<file path="src/rtl/multi_phase_traffic_controller.sv">
// Sensor-actuated round-robin traffic controller for N_PHASES signal phases.
// Latency: lamp outputs are registered and follow a state change on the same clk edge.
// Backpressure: none; sensors are sampled every cycle and latched as demand.
//
// Ports:
//   clk, rst_n    - rising-edge clock, asynchronous active-low reset
//   sensor        - per-phase vehicle detect (level or single-cycle pulse)
//   lights        - per phase p, bits [3p+2:3p]: 100 red, 010 yellow, 001 green
//   turn_left     - protected left-turn arrow, one bit per phase
//   active_phase  - phase owning green/yellow (held through all-red)
//   state         - 00 ALLRED, 01 GREEN, 10 YELLOW
//   counter       - cycles elapsed in the current state, 0 on entry
module multi_phase_traffic_controller #(
  parameter int N_PHASES  = 4,
  parameter int CNT_W     = 6,
  parameter int GREEN_MIN = 8,
  parameter int GREEN_MAX = 20,
  parameter int YELLOW_T  = 3,
  parameter int ALLRED_T  = 2,
  parameter int TURN_T    = 3
) (
  input  logic                          clk,
  input  logic                          rst_n,
  input  logic [N_PHASES-1:0]           sensor,
  output logic [3*N_PHASES-1:0]         lights,
  output logic [N_PHASES-1:0]           turn_left,
  output logic [$clog2(N_PHASES)-1:0]   active_phase,
  output logic [1:0]                    state,
  output logic [CNT_W-1:0]              counter
);

  localparam int PW = $clog2(N_PHASES);

  localparam logic [CNT_W-1:0] GMIN_M1 = CNT_W'(GREEN_MIN - 1);
  localparam logic [CNT_W-1:0] GMAX_M1 = CNT_W'(GREEN_MAX - 1);
  localparam logic [CNT_W-1:0] YEL_M1  = CNT_W'(YELLOW_T - 1);
  localparam logic [CNT_W-1:0] AR_M1   = CNT_W'(ALLRED_T - 1);
  localparam logic [CNT_W:0]   TURN_C  = (CNT_W+1)'(TURN_T);

  typedef enum logic [1:0] {
    ST_ALLRED = 2'b00,
    ST_GREEN  = 2'b01,
    ST_YELLOW = 2'b10
  } state_e;

  state_e                state_q, state_d;
  logic [PW-1:0]         active_q, active_d;
  logic [CNT_W-1:0]      counter_q, counter_d;
  logic [N_PHASES-1:0]   demand_q, demand_d;
  logic [3*N_PHASES-1:0] lights_q, lights_d;
  logic [N_PHASES-1:0]   turn_q, turn_d;

  logic [N_PHASES-1:0]   act_mask;
  logic [PW-1:0]         next_ph;
  logic                  found;
  logic                  other_demand;

  always_comb begin
    state_d   = state_q;
    active_d  = active_q;
    counter_d = counter_q;
    act_mask  = N_PHASES'(1) << active_q;
    other_demand = |(demand_q & ~act_mask);

    // Round-robin search starting after the active phase; the active phase
    // itself is considered last. With no demand, advance by one.
    next_ph = PW'((int'(active_q) + 1) % N_PHASES);
    found   = 1'b0;
    for (int k = 1; k <= N_PHASES; k++) begin
      if (!found && demand_q[(int'(active_q) + k) % N_PHASES]) begin
        next_ph = PW'((int'(active_q) + k) % N_PHASES);
        found   = 1'b1;
      end
    end

    // The green phase does not register demand for itself.
    if (state_q == ST_GREEN) demand_d = demand_q | (sensor & ~act_mask);
    else                     demand_d = demand_q | sensor;

    case (state_q)
      ST_ALLRED: begin
        if (counter_q == AR_M1) begin
          state_d           = ST_GREEN;
          active_d          = next_ph;
          counter_d         = '0;
          demand_d[next_ph] = 1'b0;  // served: a same-edge sensor hit is dropped
        end else begin
          counter_d = counter_q + CNT_W'(1);
        end
      end
      ST_GREEN: begin
        if (counter_q >= GMIN_M1 && other_demand &&
            (!sensor[active_q] || counter_q >= GMAX_M1)) begin
          state_d   = ST_YELLOW;
          counter_d = '0;
        end else if (counter_q < GMAX_M1) begin
          counter_d = counter_q + CNT_W'(1);
        end
        // Saturation at GREEN_MAX-1 lets late demand end a rest-in-green
        // on the very next edge even while the own sensor is active.
      end
      ST_YELLOW: begin
        if (counter_q == YEL_M1) begin
          state_d   = ST_ALLRED;
          counter_d = '0;
        end else begin
          counter_d = counter_q + CNT_W'(1);
        end
      end
      default: begin
        state_d   = ST_ALLRED;
        counter_d = '0;
      end
    endcase

    // Lamp decode from next state so the lamp registers line up with state_q.
    lights_d = {N_PHASES{3'b100}};
    turn_d   = '0;
    if (state_d == ST_GREEN) begin
      lights_d[3*active_d +: 3] = 3'b001;
      if ({1'b0, counter_d} < TURN_C) turn_d[active_d] = 1'b1;
    end else if (state_d == ST_YELLOW) begin
      lights_d[3*active_d +: 3] = 3'b010;
    end
  end

  always_ff @(posedge clk or negedge rst_n) begin
    if (!rst_n) begin
      state_q   <= ST_ALLRED;
      active_q  <= PW'(N_PHASES - 1);
      counter_q <= '0;
      demand_q  <= '0;
      lights_q  <= {N_PHASES{3'b100}};
      turn_q    <= '0;
    end else begin
      state_q   <= state_d;
      active_q  <= active_d;
      counter_q <= counter_d;
      demand_q  <= demand_d;
      lights_q  <= lights_d;
      turn_q    <= turn_d;
    end
  end

  assign state        = state_q;
  assign active_phase = active_q;
  assign counter      = counter_q;
  assign lights       = lights_q;
  assign turn_left    = turn_q;

endmodule

</file>
<file path="config.mk">
export PLATFORM = sky130hd
export DESIGN_NAME = multi_phase_traffic_controller
export DESIGN_NICKNAME = d
export VERILOG_FILES = /design/src/rtl/multi_phase_traffic_controller.sv
export SDC_FILE = /design/constraint.sdc
export NUM_CORES = 1
export LEC_CHECK = 0
export ABC_AREA = 0
export BUFFER_PORTS_ARGS = -buffer_cell sky130_fd_sc_hd__buf_2
export CAP_MARGIN = 10
export CORE_ASPECT_RATIO = 1.5
export CORE_MARGIN = 2
export CORE_UTILIZATION = 45
export DETAILED_ROUTE_END_ITERATION = 8
export GPL_TIMING_DRIVEN = 0
export PLACE_DENSITY_LB_ADDON = 0.15
export SYNTH_ARGS = -nofsm -noshare
export SYNTH_HDL_FRONTEND = slang
export SYNTH_SLANG_ARGS = --single-unit
</file>
<file path="constraint.sdc">
create_clock -name clk -period 3 [get_ports clk]
set_input_delay 0.3 -clock clk [delete_from_list [all_inputs] [get_ports clk]]
set_output_delay 0.3 -clock clk [all_outputs]
set_load 0.01 [all_outputs]
</file>
==> flow_metrics.tcl <==
set metrics [dict create \
    startpoint "active_phase[0]$_DFF_PN1_" \
    drt_iter0_markers 51 \
    antennaDiodeCount 0 \
    drc 0 \
    wirelength_mm 3.97 \
    clkPwrFrac 0.179 \
    start_util 0.462 \
    finish.utilization 0.557 \
    final.fill_count 367 \
    startpoint_type "flip-flop" \
    grt_max_degree 31 \
    ys_types 53 \
    wl_per_cell_um 15.3 \
    critPathMaxFanout 10 \
    hold_violations 0 \
    crit_type "flip-flop to flip-flop" \
    fp-row-count 28 \
    antenna_found_initial 0 \
    gp_congestion 0.835 \
    critPathArrivalTime_ns 3.11 \
    final_cell_mix "buf_2 (32), dfrtp_1 (24), a21oi_1 (17)" \
    r2r-start "active_phase[0]$_DFF_PN1_" \
    slew_viol_final 0 \
    max_freq_ghz 0.343 \
    final_cell_count_no_fill 259 \
    dieHeight_um 81.7 \
    synthMuxAreaShare 0.0980 \
    groute.usage.overall 0.189 \
    final.period_utilization 0.971 \
    dp_cells 247 \
    drive_above_1_share 0.374 \
    worst-r2r-cell-count 11 \
    endpoint_kind "flip-flop" \
    p_leak_nw 1.00 \
    dieArea_um2 4560 \
    fin_crit_ns 2.91 \
    viasPerCell 5.57 \
    synth_top_family_by_area "simple AND/OR/NAND/NOR gates" \
    yosysWarnings 0 \
    syn_inst 171 \
    grt_setup_unrepaired "yes" \
    synthesis.area_um2 1810 \
    io_buffers 31 \
    clk_pin_slew_worst_paths_ns 0.07 \
    grt_pass1_wl_mm 6.64 \
    layout_commonest_cell "buf_2" \
    grt.overflow.total 0 \
    synth_compound_area_frac 0.150 \
    clk_path_buf_depth 2 \
    min_path_type "input port to asynchronous set/reset pin" \
    first_pass_iters 4 \
    ys_async_sr_fraction 1.00 \
    p_switching_w 0.000790 \
    cts_made_buffers 5 \
    io_pins 32 \
    synth.net_count 184 \
    cts_tree "built" \
    first_global_vias 1427 \
    synth_simple_gate_area_frac 0.224 \
    yosysSeqAreaShare 0.418 \
    postCtsHoldBufs 0 \
    synth_flop_cell "dfrtp_1" \
    clock_latency_ns 0.29 \
    ys_ff_latch 30 \
    maxSlewHeadroom 0.553 \
    clock_skew_ns 0.00501 \
    area_growth_pct 20.5 \
    placed_area_um2 2020 \
    dieWidth_um 55.8 \
    vdd_ir_drop_max_uv 512 \
    nets 226 \
    synth_edf_count 0 \
    combPwrFrac 0.523 \
    num_vias 1442 \
    timing.setup.tns_ns 0 \
    finalInstanceArea_um2 2180 \
    setup_violations 0 \
    seqPwrFrac 0.298 \
    worst_r2r_endpoint "lights[3]$_DFF_PN0_" \
    clock_sinks 30 \
    status "completed" \
    power_per_cell_area_nw_per_um2 883 \
    maxCapViolCount 0 \
    core_um2 3920 \
    p_int_w 0.00114 \
    tightest_slew_ns 0.670 \
    hpwlAfterDp_mm 2.89 \
    ant_nets 0 \
    avgSynthCellArea_um2 10.6 \
    yosys.area_share.adder 0.0483 \
    worstPathRequired_ns 3.20 \
    cts_htree_levels 2 \
    root_buffer "clkbuf_8" \
    yosys.area_share.xor_xnor 0.0200 \
    p_sw_frac 0.409 \
    rrSetupSlack_ns 0.09 \
]
[flip-flops by register name, indices dropped and copies added, names as in the netlist]
name	count
state	2
demand_q	4
lights	12
active_phase	2
counter	6
turn_left	4
[power groups by stage]
stage          registers [W]  logic [W]  clock network [W]
4_1_cts             0.000572   0.000925           0.000355
6_report            0.000575    0.00101           0.000346
3_5_place_dp        0.000579   0.000919                  0
2_1_floorplan       0.000601   0.000667                  0
3_3_place_gp        0.000575   0.000906                  0
5_1_grt             0.000589    0.00112           0.000372
[worst max path at each step]
| stage | to | slack, ns | cells after the start |
|---|---|---|---|
| 3_3_place_gp | lights[4]$_DFF_PN0_ | -0.02 | 11 |
| 2_1_floorplan | lights[6]$_DFF_PN0_ | 0.26 | 10 |
| 3_5_place_dp | lights[4]$_DFF_PN0_ | -0.01 | 11 |
| 4_1_cts | lights[6]$_DFF_PN0_ | 0.002 | 10 |
| 5_1_grt | lights[6]$_DFF_PN0_ | -0.01 | 10 |
| 6_report | lights[3]$_DFF_PN0_ | 0.09 | 11 |
[routing by layer]
layer  share of wire  GRT usage  wire length, um
met1            0.39      0.209             1550
met2            0.55      0.348             2200
met3           0.040     0.0425              159
met4           0.015     0.0810               59
met5               0          0                0
[cell usage after synthesis, types with 3 or more instances]
| cell | count | share of area |
|---|---|---|
| ha_1 | 7 | 0.048 |
| nor2b_1 | 6 | 0.021 |
| nor3_1 | 6 | 0.017 |
| mux2i_1 | 5 | 0.028 |
| a21oi_1 | 17 | 0.047 |
| and2_1 | 5 | 0.017 |
| nor2_1 | 13 | 0.027 |
| nor3_2 | 3 | 0.017 |
| nand3_1 | 3 | 0.0083 |
| nand2_1 | 13 | 0.027 |
| o21ai_0 | 3 | 0.0083 |
| dfrtp_1 | 24 | 0.33 |
| dfstp_2 | 6 | 0.087 |
| mux4_2 | 4 | 0.050 |
| inv_1 | 7 | 0.014 |
[worst max-delay path, cell delays in order (launching register included)]
cell and delay [ns]:
dfstp_2 0.59, buf_12 0.16, inv_1 0.10, ha_1 0.29, clkbuf_4 0.17, mux4_2 0.59, buf_4 0.17, a21oi_2 0.14
o21ai_2 0.11, o21a_1 0.19, buf_6 0.14, nor3_1 0.19
[cell families (layout without fill, tap and decap cells)]
family                     count (synthesis)  count (layout)
muxes                                     11              11
AOI/OAI and AO/OA                         40              40
adders and majority gates                  7               7
and+or+nand+nor                           67              67
xor gates and xnor gates                   2               2
DFF                                       30              30
buffers and inverters                     14              57
[repair_timing]
item                       CTS  global route
setup buffers                0             4
resized for setup            1             6
setup endpoints to repair    8            13
pin swaps                    0             3
[cell type report]
type,instances,area (um2),area share
buffer,6,51.3,0.0235
clock buffer,6,82.6,0.0378
clock inverter,2,12.5,0.00573
inverter,8,35.0,0.0160
multi-input combinational,127,991,0.454
sequential,30,758,0.347
tap,45,56.3,0.0258
timing repair buffer,35,198,0.0905
[stage by stage]
step	setup slack (ns)	power (W)	hold slack, ns
after floorplan	0.260	0.00127	0.00441
after global placement	-0.0183	0.00148	0.353
after detailed placement	-0.0102	0.00150	0.378
after CTS	0.00228	0.00185	0.0700
after global routing	-0.0135	0.00208	0.101
final	0.0882	0.00193	0.0431
Note: power is estimated with default switching activity, not from simulation.
